==> src/rtl/data_mem_arbiter.sv <==
// Round-robin arbiter and one-shot sequencer in front of a single-port word memory.
// One transaction in flight at a time; completion is a registered pulse to the owning port.
module data_mem_arbiter #(
  parameter int unsigned DATA_W         = 32,
  parameter int unsigned MEM_WORDS_LOG2 = 8
) (
  input  logic              clk,
  input  logic              rst,

  input  logic              req0,
  input  logic              we0,
  input  logic [31:0]       addr0,
  input  logic [DATA_W-1:0] wdata0,
  output logic              gnt0,
  output logic              done0,
  output logic [DATA_W-1:0] rdata0,
  output logic              err0,

  input  logic              req1,
  input  logic              we1,
  input  logic [31:0]       addr1,
  input  logic [DATA_W-1:0] wdata1,
  output logic              gnt1,
  output logic              done1,
  output logic [DATA_W-1:0] rdata1,
  output logic              err1,

  output logic [31:0]       mem_addr,
  output logic [DATA_W-1:0] mem_write_data,
  output logic              mem_memwrite,
  output logic              mem_memread,
  input  logic [DATA_W-1:0] mem_read_data,

  output logic              busy
);

  typedef enum logic [1:0] {StIdle, StIssue, StResp} state_e;

  state_e                    r_state;
  state_e                    w_state_next;
  logic                      r_rr_ptr;
  logic                      r_owner;
  logic                      r_we;
  logic                      r_err;
  logic [MEM_WORDS_LOG2-1:0] r_widx;
  logic [DATA_W-1:0]         r_wdata;

  logic                      r_done0;
  logic                      r_done1;
  logic                      r_err0;
  logic                      r_err1;
  logic [DATA_W-1:0]         r_rdata0;
  logic [DATA_W-1:0]         r_rdata1;

  logic                      w_idle;
  logic                      w_gnt0;
  logic                      w_gnt1;
  logic                      w_sel_we;
  logic [31:0]               w_sel_addr;
  logic [DATA_W-1:0]         w_sel_wdata;
  logic                      w_sel_err;
  logic                      w_finish_now;

  logic [31:0]               w_mem_addr;
  logic [DATA_W-1:0]         w_mem_wdata;
  logic                      w_mem_write;
  logic                      w_mem_read;

  // On a tie the requester that did not win last time gets the grant.
  assign w_idle = (r_state == StIdle);
  assign w_gnt0 = w_idle && req0 && (!req1 || r_rr_ptr);
  assign w_gnt1 = w_idle && req1 && (!req0 || !r_rr_ptr);

  assign w_sel_we    = w_gnt1 ? we1    : we0;
  assign w_sel_addr  = w_gnt1 ? addr1  : addr0;
  assign w_sel_wdata = w_gnt1 ? wdata1 : wdata0;
  assign w_sel_err   = ((w_sel_addr >> (MEM_WORDS_LOG2 + 2)) != 32'd0) ||
                       (w_sel_addr[1:0] != 2'b00);

  // Errors and writes complete straight out of ISSUE; reads go through RESP.
  assign w_finish_now = (r_state == StIssue) && (r_err || r_we);

  always_comb begin
    w_state_next = r_state;
    w_mem_addr   = 32'd0;
    w_mem_wdata  = '0;
    w_mem_write  = 1'b0;
    w_mem_read   = 1'b0;
    unique case (r_state)
      StIdle: begin
        if (w_gnt0 || w_gnt1) begin
          w_state_next = StIssue;
        end
      end
      StIssue: begin
        if (!r_err) begin
          w_mem_addr = 32'(r_widx);
          if (r_we) begin
            w_mem_write = 1'b1;
            w_mem_wdata = r_wdata;
          end else begin
            w_mem_read = 1'b1;
          end
        end
        w_state_next = (!r_err && !r_we) ? StResp : StIdle;
      end
      StResp: begin
        w_state_next = StIdle;
      end
      default: begin
        w_state_next = StIdle;
      end
    endcase
  end

  always_ff @(posedge clk or posedge rst) begin
    if (rst) begin
      r_state <= StIdle;
    end else begin
      r_state <= w_state_next;
    end
  end

  always_ff @(posedge clk or posedge rst) begin
    if (rst) begin
      r_rr_ptr <= 1'b1;
      r_owner  <= 1'b0;
      r_we     <= 1'b0;
      r_err    <= 1'b0;
      r_widx   <= '0;
      r_wdata  <= '0;
    end else if (w_gnt0 || w_gnt1) begin
      r_rr_ptr <= w_gnt1;
      r_owner  <= w_gnt1;
      r_we     <= w_sel_we;
      r_err    <= w_sel_err;
      r_widx   <= w_sel_addr[MEM_WORDS_LOG2+1:2];
      r_wdata  <= w_sel_wdata;
    end
  end

  always_ff @(posedge clk or posedge rst) begin
    if (rst) begin
      r_done0  <= 1'b0;
      r_done1  <= 1'b0;
      r_err0   <= 1'b0;
      r_err1   <= 1'b0;
      r_rdata0 <= '0;
      r_rdata1 <= '0;
    end else begin
      r_done0 <= 1'b0;
      r_done1 <= 1'b0;
      r_err0  <= 1'b0;
      r_err1  <= 1'b0;
      if (w_finish_now) begin
        if (r_owner) begin
          r_done1 <= 1'b1;
          r_err1  <= r_err;
          if (r_err) begin
            r_rdata1 <= '0;
          end
        end else begin
          r_done0 <= 1'b1;
          r_err0  <= r_err;
          if (r_err) begin
            r_rdata0 <= '0;
          end
        end
      end else if (r_state == StResp) begin
        if (r_owner) begin
          r_done1  <= 1'b1;
          r_rdata1 <= mem_read_data;
        end else begin
          r_done0  <= 1'b1;
          r_rdata0 <= mem_read_data;
        end
      end
    end
  end

  assign gnt0           = w_gnt0;
  assign gnt1           = w_gnt1;
  assign done0          = r_done0;
  assign done1          = r_done1;
  assign err0           = r_err0;
  assign err1           = r_err1;
  assign rdata0         = r_rdata0;
  assign rdata1         = r_rdata1;
  assign mem_addr       = w_mem_addr;
  assign mem_write_data = w_mem_wdata;
  assign mem_memwrite   = w_mem_write;
  assign mem_memread    = w_mem_read;
  assign busy           = !w_idle;

endmodule

==> config.mk <==
export PLATFORM = sky130hd
export DESIGN_NAME = data_mem_arbiter
export DESIGN_NICKNAME = d
export VERILOG_FILES = /design/src/rtl/data_mem_arbiter.sv
export SDC_FILE = /design/constraint.sdc
export NUM_CORES = 1
export LEC_CHECK = 0
export CAP_MARGIN = 20
export CORE_AREA = 4 4 108 135
export DETAILED_ROUTE_END_ITERATION = 8
export DIE_AREA = 0 0 112 139
export PLACE_DENSITY = 0.83
export SLEW_MARGIN = 20
export SYNTH_ARGS = -nofsm -noshare
export SYNTH_HDL_FRONTEND = slang
export SYNTH_SLANG_ARGS = --single-unit
==> constraint.sdc <==
create_clock -name clk -period 8.7 [get_ports clk]
set_clock_uncertainty 0.15 [all_clocks]
set_input_delay 0.87 -clock clk [delete_from_list [all_inputs] [get_ports clk]]
set_output_delay 0.87 -clock clk [all_outputs]
set_load 0.01 [all_outputs]
==> results of run 1 <==
-- through the flow --
stage | util | power [uW] | setup slack [ns] | hold slack, ns | cells
final | 0.653 | 2870 | 4.54 | 0.325 | 1037
after global routing | 0.653 | 3070 | 4.43 | 0.350 | 1037
after detailed placement | 0.601 | 2090 | 4.57 | 0.319 | 1005
after floorplan | - | 1530 | 4.67 | 0.296 | 613
after CTS | 0.652 | 2890 | 4.56 | 0.326 | 1036
after global placement | 0.601 | 2050 | 4.55 | 0.309 | 1005
-- registers in the layout, indices dropped and copies added, names as in the netlist, 2 cells and up --
register and cells:
r_state 2, rdata1 32, rdata0 32, r_widx 8
r_wdata 32
-- area by class of cell --
type,instances,area (sq um)
Clock buffer,17,425
Clock inverter,14,250
Fill cell,1077,4590
Inverter,5,21.3
Multi-Input combinational cell,431,2030
Sequential cell,114,2850
Tap cell,171,214
Timing Repair Buffer,285,2840
-- cell families (layout without fill, tap and decap cells) --
| kind of cell | count (synthesis) | in the layout |
|---|---|---|
| AO/OA/AOI/OAI | 112 | 112 |
| buffers and inverters | 68 | 321 |
| flip-flops | 114 | 114 |
| other | 1 | 24 |
| AND/OR/NAND/NOR | 295 | 295 |
-- placed cells by master, fill, tap and decap left out, types with 3 or more instances in the layout --
| master | n |
|---|---|
| nor2_1 | 43 |
| clkdlybuf4s50_1 | 278 |
| clkinv_4 | 4 |
| o21ai_1 | 8 |
| a31oi_1 | 41 |
| nand2_1 | 182 |
| inv_6 | 4 |
| and3_1 | 32 |
| and2b_1 | 3 |
| o21ai_0 | 57 |
| inv_1 | 3 |
| nor2b_1 | 3 |
| nor4_1 | 12 |
| and2_1 | 11 |
| buf_4 | 6 |
| dfrtp_1 | 113 |
| bufinv_16 | 6 |
| conb_1 | 24 |
| clkbuf_16 | 17 |
-- power by group through the flow --
stage | combinational (uW) | clock (uW) | sequential [uW]
4_1_cts | 1160 | 809 | 926
3_3_place_gp | 1120 | 0 | 925
2_1_floorplan | 582 | 0 | 949
3_5_place_dp | 1160 | 0 | 931
5_1_grt | 1280 | 834 | 951
6_report | 1160 | 796 | 914
-- metal layers --
metal	vias up	wire, um	GRT usage
met5	-	0	0
met4	0	389	0.0715
met3	28	1420	0.0589
met2	253	8690	0.374
met1	2379	6360	0.256
li1	2450	-	-
-- worst max-delay path: stages --
cell and delay (ns):
clkdlybuf4s50_1 0.43, nand2_1 0.10, nand3_2 0.07, buf_4 0.28, inv_2 0.64, clkdlybuf4s50_1 0.68
-- worst paths after layout --
kind / startpoint / to / cells past startpoint
worst max register to register: r_state[0] / r_err / 6
worst max-delay path: req0 / gnt1 / 6
worst min register to register: r_rr_ptr / r_rr_ptr / 2
worst min-delay path: r_rr_ptr / r_rr_ptr / 2
min in group asynchronous: rst / rdata1[20] / 2
max in group asynchronous: rst / r_err / 3
==> results.yml, run 1 <==
finish:
  num_antenna_cells: 0
  syn2layout_area_growth_pct: 65.2
  finish.instance_area_sq_mm: 0.00864
  final_nets: 1020
  drive_gt1_frac: 0.0566
clock_tree:
  clkSlewWorstSetupHoldPaths_ns: 0.05
  root_buffer: "clkbuf_16"
  clk_latency_ns: 0.40
  htree_levels: 4
  clockBufferDepth: 2
  cts.sinks: 114
  cts_resized: 0
  numCtsBuffers: 17
  cts_tree: "built"
  postCtsSetupBuffers: 0
  cts_hold_buf: 0
sta:
  min_period_over_period: 0.478
  max_freq_mhz: 240
  period_needed_ns: 4.16
  setup_viol: 0
  maxSlewViolCount: 0
  hold_violations: 0
  grt_setup_unrepaired: "no"
  final.setup.tns_ns: 0
  worstMarginPinSlew_ns: 0.798
  slew_headroom: 0.468
grt:
  grt_usage: 0.215
  grt_start_max_net_pins: 86
  grt_pass1_vias: 5026
  gr-total-overflow: 0
  antenna_found_initial: 0
  grt_pass1_wl_mm: 26.6
critical_path:
  cp.required_ns: 7.68
  crit_type: "in2out"
  path_max_fanout: 45
  critPathLaunchType: "input port"
  endpoint_kind: "primary output"
  r2r_slack_ns: 6.28
  crit_arrival_ns: 3.14
logic_synthesis:
  ys_ff_latch: 114
  ys.flop_type: "dfrtp_1"
  async_reset_ff_frac: 1.00
  synthXorXnorAreaFrac: 0
  yosys.area_share.adder: 0
  synth_most_common_cell: "nand2_1"
  synthCells: 590
  yosys-top-cells-count: "nand2_1 (182), dfrtp_1 (113), o21ai_0 (57), nor2_1 (43), a31oi_1 (41)"
  synth_cell_types: 31
  yosys_warnings: 0
  synthSimpleGateAreaFrac: 0.249
  synth_seq_area_share: 0.545
  syn_area_sq_mm: 0.00523
  synth_top_family_by_area: "simple AND/OR/NAND/NOR gates"
  muxShareOfSynthArea: 0
  synth.avg_cell_area_sq_um: 8.87
  synth-edff-count: 0
  synth_top_area_frac: 0.540
  synth_area_leaders: "dfrtp_1 (54%), nand2_1 (13%), o21ai_0 (5.5%), buf_4 (5.5%), a31oi_1 (4.9%)"
  synth_compound_area_frac: 0.122
  synth_top_area_cell: "dfrtp_1"
flow_run:
  max-cap-violations: 0
hold_path:
  hold_class: "reg2reg"
drt:
  wl_mm: 16.9
  drc: 0
  vias: 5110
  wl_per_cell_um: 16.3
  via_per_inst: 4.93
  drt_iter0_drc: 378
  drtAntennaViolNets: 0
  firstDrtPassIters: 5
power_and_ir_drop:
  peakVddDrop_v: 0.000283
  p_switching_uw: 993
  power_density_mw_per_mm2: 332
  p_clk_frac: 0.277
  comb_power_share: 0.405
  switching_share: 0.346
  leakagePower_uw: 0.00384
  seqPwrFrac: 0.318
  intPower_uw: 1880
die:
  io_pins: 303
  start_util: 0.395
  coreArea_sq_mm: 0.0132
  die_area_sq_mm: 0.0156
  std_cell_rows: 47
  fp.dieW_um: 112
  die_y_um: 139
placed_design:
  dp_hpwl_mm: 12.3
  io_buffers: 278
  gp_congestion: 0.788
  placed_cell_area_sq_mm: 0.00795
status:
  status: "finished, final reports clean"
No activity file was read; power rests on OpenSTA's default activity.
==> run 2, diff against run 1 <==
Settings changed: CORE_AREA 4 4 108 135 to 4 4 115 144, DIE_AREA 0 0 112 139 to 0 0 119 148, PLACE_DENSITY 0.83 to 0.77.
Clock period 8.7 ns to 3.4 ns, I/O delays scaled along.
==> results.yml, run 2 (synthesis results as in run 1) <==
clock_tree:
  clk_latency_ns: 0.40
  htree_levels: 4
  cts_hold_buf: 0
  root_buffer: "clkbuf_16"
  cts_tree: "built"
  cts_resized: 0
  postCtsSetupBuffers: 0
  clockBufferDepth: 2
  clkSlewWorstSetupHoldPaths_ns: 0.06
  numCtsBuffers: 17
  cts.sinks: 114
sta:
  grt_setup_unrepaired: "no"
  fin_ws_ns: 0.426
  slew_headroom: 0.326
  min_period_over_period: 0.875
  max_freq_mhz: 336
  final.setup.tns_ns: 0
  setup_viol: 0
  maxSlewViolCount: 0
  hold_violations: 0
  worstMarginPinSlew_ns: 1.01
  period_needed_ns: 2.97
drt:
  wl_mm: 17.5
  drtAntennaViolNets: 0
  firstDrtPassIters: 4
  drc: 0
  drt_iter0_drc: 267
  via_per_inst: 4.71
  vias: 5076
  wl_per_cell_um: 16.3
die:
  die_area_sq_mm: 0.0176
  die_y_um: 148
  start_util: 0.347
  io_pins: 303
  coreArea_sq_mm: 0.0151
  std_cell_rows: 50
  fp.dieW_um: 119
finish:
  mostFrequentLayoutCells: "clkdlybuf4s50_1 (278), nand2_1 (182), dfrtp_1 (113)"
  fillers: 1336
  syn2layout_area_growth_pct: 65.6
  num_antenna_cells: 0
  instances_no_fill: 1078
  final_nets: 1024
  regArea_sq_mm: 0.00285
  multi_input_area_sq_mm: 0.00203
  layout_commonest_cell: "clkdlybuf4s50_1"
  drive_gt1_frac: 0.0598
power_and_ir_drop:
  seqPwrFrac: 0.334
  p_switching_uw: 2550
  switching_share: 0.357
  intPower_uw: 4590
  peakVddDrop_v: 0.000305
  p_clk_frac: 0.251
  power_density_mw_per_mm2: 825
  leakagePower_uw: 0.00381
  comb_power_share: 0.415
critical_path:
  cp.required_ns: 2.91
  crit_arrival_ns: 2.48
  slowest_stage: "clkdlybuf4s50_1"
  crit_type: "reg2out"
  path_max_fanout: 28
  cpPeakStageDelay_ns: 0.60
  critPathLaunchType: "register"
  endpoint_kind: "primary output"
  path_cells: "and2b_1 -> and2b_1 -> buf_12 -> and3_1 -> clkdlybuf4s50_1"
  crit_top_cell: "and2b_1"
grt:
  antenna_found_initial: 1
  grt_pass1_wl_mm: 27.2
  grt_start_max_net_pins: 65
  grt_pass1_vias: 5163
  grt_usage: 0.196
  gr-total-overflow: 0
flow_run:
  max-cap-violations: 0
hold_path:
  hold_class: "in2async"
placed_design:
  place_worst_setup_slack_ns: 0.860
  dp_hpwl_mm: 13.0
  io_buffers: 278
  dp_cells: 1047
  gp_congestion: 0.798
status:
  status: "finished, final reports clean"
[run 2: cell types whose count changed in the layout (fill, tap and decap cells not counted)]
cell,change
buf_12,+3
buf_4,+2
buf_8,-1
bufinv_16,-3
clkbuf_1,+1
clkinv_2,+3
clkinv_4,-3
clkinvlp_4,+5
inv_4,-1
inv_6,-2
[run 2: critical path: cells and delay by family (launching register included)]
kind / cells / cell delay (ns)
buffers and inverters: 2 / 0.82
AND/OR/NAND/NOR: 3 / 0.87
flip-flops: 1 / 0.40
[run 2: metal layers]
metal,global-route usage,part of all wire,routed length [um],up-vias
met1,0.230,0.40,7000,2314
li1,-,-,-,2467
met4,0.0771,0.029,511,2
met5,0,0.00074,13,-
met2,0.338,0.49,8600,256
met3,0.0566,0.080,1410,37
[run 2: area by class of cell]
type	instances	area share
well taps	208	0.0300
repair buffers	289	0.335
inverters	5	0.00260
flip-flops and latches	114	0.329
clock inverters	13	0.0186
clock buffers	18	0.0495
multi-input cells	431	0.235
[run 2: metrics by stage]
step | utilization | hold WS (ns) | area [sq um] | total power (uW)
6_report | 0.575 | 0.316 | 8660 | 7150
5_1_grt | 0.575 | 0.328 | 8660 | 7650
4_1_cts | 0.575 | 0.319 | 8660 | 7240
3_5_place_dp | 0.536 | 0.310 | 8070 | 5400
3_3_place_gp | 0.536 | 0.310 | 8070 | 5330
2_1_floorplan | - | 0.296 | 5320 | 3920
[run 2: path summary, 6_finish.rpt]
path	start	to	slack, ns	cells past startpoint
setup reg to reg	r_we	rdata0[10]	1.12	4
hold reg to reg	r_rr_ptr	r_rr_ptr	0.32	2
setup / recovery	r_state[1]	mem_write_data[12]	0.43	5
hold / removal	rst	rdata1[4]	0.32	2
min in group clk	r_rr_ptr	r_rr_ptr	0.32	2
max in group asynchronous	rst	rdata1[23]	2.05	3
[run 2: power by group through the flow]
stage | Clock [uW] | Combinational [uW] | Sequential (uW)
2_1_floorplan | 0 | 1490 | 2430
3_3_place_gp | 0 | 2930 | 2400
3_5_place_dp | 0 | 2990 | 2410
4_1_cts | 1840 | 3010 | 2390
5_1_grt | 1900 | 3270 | 2470
6_report | 1790 | 2970 | 2390
